==> src/rtl/gpr_2r1w.sv <==
// gpr_2r1w: 2-read/1-write register file with r0 hardwired to zero and a per-register busy scoreboard.
// Latency: reads combinational; write and busy updates land on the rising edge (optional write-through via GPR_WRITE_BYPASS_EN).
// Backpressure: none; every write, reserve and read is accepted every cycle.
module gpr_2r1w #(
    parameter  int N    = 32,
    parameter  int Nreg = 32,
    localparam int K    = $clog2(Nreg)
) (
    input  logic         clk,
    input  logic         rst,
    input  logic [K-1:0] addr_a,
    input  logic [K-1:0] addr_b,
    output logic [N-1:0] q_a,
    output logic [N-1:0] q_b,
    output logic         busy_a,
    output logic         busy_b,
    input  logic         wren,
    input  logic [K-1:0] waddr,
    input  logic [N-1:0] d,
    input  logic         rsv_en,
    input  logic [K-1:0] rsv_addr
);

    logic [N-1:0]    regs [Nreg];
    logic [Nreg-1:0] busy;

    logic wr_ok;
    logic rsv_ok;

    assign wr_ok  = wren && (waddr != '0);
    assign rsv_ok = rsv_en && (rsv_addr != '0);

    // Reserve is assigned after the write-clear so a same-address reserve
    // wins: the newer producer has already issued.
    always_ff @(posedge clk) begin
        if (rst) begin
            for (int i = 0; i < Nreg; i++) begin
                regs[i] <= '0;
            end
            busy <= '0;
        end else begin
            if (wr_ok) begin
                regs[waddr] <= d;
                busy[waddr] <= 1'b0;
            end
            if (rsv_ok) begin
                busy[rsv_addr] <= 1'b1;
            end
        end
    end

    always_comb begin
        q_a = regs[addr_a];
        q_b = regs[addr_b];
`ifdef GPR_WRITE_BYPASS_EN
        if (wr_ok && (waddr == addr_a)) q_a = d;
        if (wr_ok && (waddr == addr_b)) q_b = d;
`endif
        if (addr_a == '0) q_a = '0;
        if (addr_b == '0) q_b = '0;
    end

    // Busy is deliberately not forwarded; the issue stage sees edge-aligned state.
    assign busy_a = busy[addr_a] && (addr_a != '0);
    assign busy_b = busy[addr_b] && (addr_b != '0);

endmodule

==> config.mk <==
export PLATFORM = sky130hd
export DESIGN_NAME = gpr_2r1w
export DESIGN_NICKNAME = d
export VERILOG_FILES = /design/src/rtl/gpr_2r1w.sv
export SDC_FILE = /design/constraint.sdc
export NUM_CORES = 2
export LEC_CHECK = 0
export ABC_AREA = 0
export BUFFER_PORTS_ARGS = -buffer_cell sky130_fd_sc_hd__buf_2
export CAP_MARGIN = 30
export CORE_MARGIN = 3
export CORE_UTILIZATION = 55
export CTS_CLUSTER_SIZE = 40
export DETAILED_ROUTE_END_ITERATION = 10
export PLACE_DENSITY = 0.71
export SLEW_MARGIN = 20
export SYNTH_ARGS = -nofsm -noshare
export SYNTH_HDL_FRONTEND = slang
export SYNTH_SLANG_ARGS = --single-unit
==> constraint.sdc <==
create_clock -name clk -period 6.3 [get_ports clk]
set_input_delay 1.89 -clock clk [delete_from_list [all_inputs] [get_ports clk]]
set_output_delay 1.89 -clock clk [all_outputs]
set_load 0.02 [all_outputs]
**Yosys cells after proc, flatten, opt, wreduce, memory -nomap -nowiden**

Memories as Yosys holds them, arrays and structs flattened.
Index checks and enable logic that the tools add are counted.

- Register bits: 32
- Bits in writable memories: 1024
- Input port bits: 56
- Output and inout port bits: 66
- Logic and storage cells: 45
- Memories kept: 1

Memory list:

| memory | words | bits a word | rd ports | clocked after Yosys merged registers in | write ports | RTL line | RTL |
|---|---|---|---|---|---|---|---|
| regs | 32 | 32 | 2 | 0 | 32 | 24 | `logic [N-1:0] regs [Nreg];` |

- $lt $le $gt $ge: 6
- Multiplexer cells: 21
- Bitwise gates (word level): 3
- Reductions and logical operators: 13

Operators by type and width:

| kind | count |
|---|---|
| 2-to-1 mux 32 bit | 6 |
| bitwise AND 32 bit | 1 |
| NOT 32 bit | 1 |
| OR 32 bit | 1 |
| OR reduction 32 bit | 1 |
| < comparator 5 x 6 -> 1 bit, second input constant | 4 |
| nonzero test 5 bit | 4 |
| binary-select mux 1 bit (select 5 bit) | 2 |
| demux 1 bit (select 5 bit) | 2 |
| greater-or-equal comparator 5 x 1 -> 1 bit, second input constant | 2 |
| zero test 5 bit | 2 |
| 2-to-1 mux 1 bit | 10 |
| logical AND 1 bit | 6 |
| 2-to-1 mux 5 bit | 1 |

**Depth between registers and ports, before layout**

- Depth in word-level cells: 10
- Depth in mapped cells: 8
- Gate-level depth less buffers: 4

**Worst setup path before layout**

No wires, ideal clock.

- Kind: input to register
- Start: in waddr[2]
- End: mem regs[17][0] (enable)
- Library setup time: 0.472 ns
- Data arrival time: 4.965 ns
- Setup slack: 0.863 ns
- Stages: 3
- Buffers on the path: 1
- Cells stage by stage: or3b_2 -> clkbuf_1 -> o31ai_1

RTL lines:

| element | RTL line | RTL |
|---|---|---|
| start: declaration | 18 | `input logic [K-1:0] waddr,` |
| end: declaration | 24 |  |

**Worst setup path after layout**

- Start: in addr_b[3]
- End: out q_b[31]

- Longest elaborated chain between the ends: 2
- Elaborated cells on any way between the ends: 3
- Those cells by class: mux (1); reduce/logical (1); memory (1)

RTL lines:

| element | RTL line | RTL |
|---|---|---|
| start: declaration | 12 | `input logic [K-1:0] addr_b,` |
| memory read (32 x 32 bit) / zero test 5 bit (equally long branches) | - |  |
| 2-to-1 mux 32 bit (*) | 60 | `if (addr_b == '0) q_b = '0;` |
| end: declaration | 14 | `output logic [N-1:0] q_b,` |

Mark *: on every way between the ends. The rest lies on a longest branch, timed or not.

==> metrics.md <==
| Metric | Value |
|---|---|
| Status | `finished, violations left` |
| Failing checks | `negative setup slack` |
| First-pass GRT wire length | `267 mm` |
| Synthesized instance count | `3,809` |
| Fmax | `156 MHz` |
| Min Tclk post-route | `6.40 ns` |
| WL/cell | `34.9 um` |
| Pins Over Slew Limit | `0` |
| Yosys warns | `0` |
| Vias in the first global route | `about 37,000` |
| Top FF cell, synth | `edfxtp_1` |
| Initial antenna violation count | `12` |
| Filler cells | `~7,600` |
| Clk buf depth | `3` |
| Met3 Use GR | `8.79%` |
| Met1 Track Usage GR | `45.9%` |
| Fin nets | `3,963` |
| FP Rows | `117` |
| Die Span X | `around 330 um` |
| CTS Buf Count | `112` |
| Post_cts resized | `0` |
| RSZ-0062 raised after global routing | `no` |
| Initial DRC Count | `around 5,600` |
| Residual DRC | `0` |
| Clk pwr share | `38.6%` |
| Area of the multi-input gates | `23,500 um^2` |
| GRT Max-Usage Layer | `met2` |
| Via density | `approximately 6.9` |
| CP dominant cell by count | `buf_2` |
| Worst slew margin | `27.9%` |
| Synth top area cells | `edfxtp_1, mux4_2, and2_1` |
| WP buf/inv | `2` |
| PortBufs | `121` |
| Synthesized cell area | `56,900 um^2` |
| Register share of total power | `48.4%` |
| GRT Util Overall | `35.1%` |
| WP data arrival | `4.51 ns` |
| Switching share of power | `25.3%` |
| Worst Setup End Kind | `primary output` |
| Async SR Flop Fraction | `0%` |
| H-tree depth | `3` |
| Top-area cell type share of the netlist area | `54.1%` |
| Core Region | `102,000 um^2` |
| Initial core utilization | `55.6%` |
| Worst Slack Setup Final | `-0.0987 ns` |
| Final GP Congestion | `0.981` |
| Largest net degree at the start of global routing | `53` |
| P_leak | `22.0 nW` |
| Insertion delay to the later sink of the worst-skew pair | `0.70 ns` |
| Post-CTS setup buffer count | `0` |
| Hold Path Class | `flop to flop` |
| Peak VDD IR | `0.291 mV` |
| Final ANT Viol Nets | `0` |
| Ports | `122` |
| TritonCTS clock tree | `yes` |
| Final WL | `roughly 190 mm` |
| Most common cell after layout, fill and taps aside | `edfxtp_1` |
| Power per Cell Area | `270 nW/um^2` |
| Layout Skew | `0 ns` |
| Combinational power share | `13.0%` |
| Switching component of the power | `between 4 and 5 mW` |
| Seq cells post-synth | `1,056` |
| Post-Syn Area per Cell | `14.9 um^2` |
| Largest delay share family, worst path | `compound AO/OA/AOI/OAI gates` |
| Max-cap violation count | `0` |
| Critical-path top delay cell | `a311oi_1` |
| Sequential-to-total area share from yosys stat | `a little under three fifths` |
| EDFF count, synth | `1,024` |
| Kind of critical path | `input port to primary output` |
| GR Util met2 | `54.3%` |
| Leading cell types in the layout, fill and taps excluded | `edfxtp_1, and2_1, mux4_2` |
| Crit-path cells | `buf_2 -> nor2_1 -> a22oi_1 -> a311oi_1 -> buf_2` |
| Final hold vios | `0` |
| Root buf cell | `clkbuf_16` |
| Fin crit share | `102%` |
| Final Instance Area | `63,400 um^2` |
| Reg area | `roughly 31,000 um^2` |
| Setup violators final | `2` |
| Full die area | `107,000 um^2` |
| DRT Pass-1 Iters | `8` |
| Required @ worst endpoint | `4.41 ns` |
| Worst-Margin Slew | `~1.1 ns` |
| Yosys cell types | `53` |
| Dominant cell type by area after synthesis | `edfxtp_1` |
| Critical Path Source Type | `input port` |
| Share of cells above drive strength 1 | `28.4%` |
| Clock transition at path regs | `around 0.060 ns` |
| Clock Sinks | `1,056` |
| Final core occ | `62.0%` |
| HPWL Detailed | `118 mm` |
| Placement-stage worst setup slack | `0.158 ns` |
| Int Power | `12.8 mW` |
| Hold_buf cts | `0` |
| DIE HEIGHT | `roughly 330 um` |
| Placed inst area | `59,600 um^2` |
| Total global routing overflow | `0` |
| Via count | `37,097` |
| Worst reg-to-reg setup slack | `5.61 ns` |
| CP Max Fanout | `11` |
| Slowest stage delay, CP | `0.96 ns` |
| Syn-to-layout area delta | `11.5%` |
-- flip-flops by register name, summed over array words and instances, names as in the netlist --
name,cells
regs,1024
busy,32
-- worst reg2reg max path, stage by stage (launching register included) --
cell	delay, ns
dfxtp_1	0.37
inv_1	0.05
o21ai_0	0.18
-- power by group through the flow --
stage,logic (mW),registers (mW),clock network [mW]
2_1_floorplan,1.36,8.36,0
3_3_place_gp,2.16,8.40,0
3_5_place_dp,2.18,8.43,0
4_1_cts,2.19,8.28,6.64
5_1_grt,2.30,8.33,6.91
6_report,2.23,8.29,6.61
-- metal layers --
metal	vias to the layer above	routed length, um
li1	14880	-
met1	18953	65700
met2	2708	86400
met3	552	23200
met4	4	12500
met5	-	26
-- worst paths after layout --
path | startpoint | endpoint | cells after the start
setup reg to reg | busy[5] | busy[5] | 2
hold / removal | busy[16] | busy[16] | 2
setup / recovery | addr_b[3] | q_b[31] | 5
hold reg to reg | busy[16] | busy[16] | 2
-- cell usage after synthesis, types with 9 or more instances --
| library cell | count |
|---|---|
| mux4_1 | 10 |
| dfxtp_1 | 32 |
| mux4_2 | 452 |
| nor2_1 | 34 |
| a211oi_1 | 66 |
| and2_1 | 996 |
| a21o_1 | 10 |
| mux2_2 | 66 |
| nand2_1 | 59 |
| o22ai_1 | 16 |
| a221oi_1 | 36 |
| o2111ai_1 | 17 |
| o21ai_0 | 76 |
| buf_6 | 53 |
| nand3_1 | 9 |
| mux2i_1 | 132 |
| clkbuf_1 | 226 |
| a22oi_1 | 66 |
| a311oi_1 | 61 |
| o21ai_1 | 57 |
| buf_2 | 69 |
| inv_1 | 31 |
| edfxtp_1 | 1024 |
| a221oi_2 | 13 |
| clkbuf_2 | 24 |
| buf_4 | 35 |
| nor2b_1 | 72 |
-- cells by family (layout without fill, tap and decap cells) --
| group | count (synthesis) | after routing | synth area share (%) |
|---|---|---|---|
| compound gates | 435 | 435 | 5.62 |
| buf+inv | 446 | 607 | 4.20 |
| flops | 1056 | 1056 | 55.2 |
| mux | 660 | 660 | 22.0 |
| other cells | 1 | 39 | 0.00659 |
| simple gates | 1211 | 1211 | 13.0 |
-- metrics by stage --
stage / setup TNS [ns] / power, mW / hold WS, ns / instances
floorplan: 0 / 9.71 / 0.441 / 3840
detailed placement: 0 / 10.6 / 0.462 / 5157
global placement: 0 / 10.6 / 0.459 / 5151
finish: -0.131 / 17.1 / 0.476 / 5376
CTS: 0 / 17.1 / 0.474 / 5365
global route: 0 / 17.5 / 0.500 / 5370
-- final cells by class --
cell class	count	share of cell area [%]
Multi-Input combinational cell	2338	37.1
Tap cell	1368	2.70
Inverter	33	0.199
Clock inverter	71	0.965
Timing Repair Buffer	366	4.75
Antenna cell	7	0.0276
Clock buffer	137	4.74
Sequential cell	1056	49.5
Note: power is estimated with default switching activity, not from simulation.
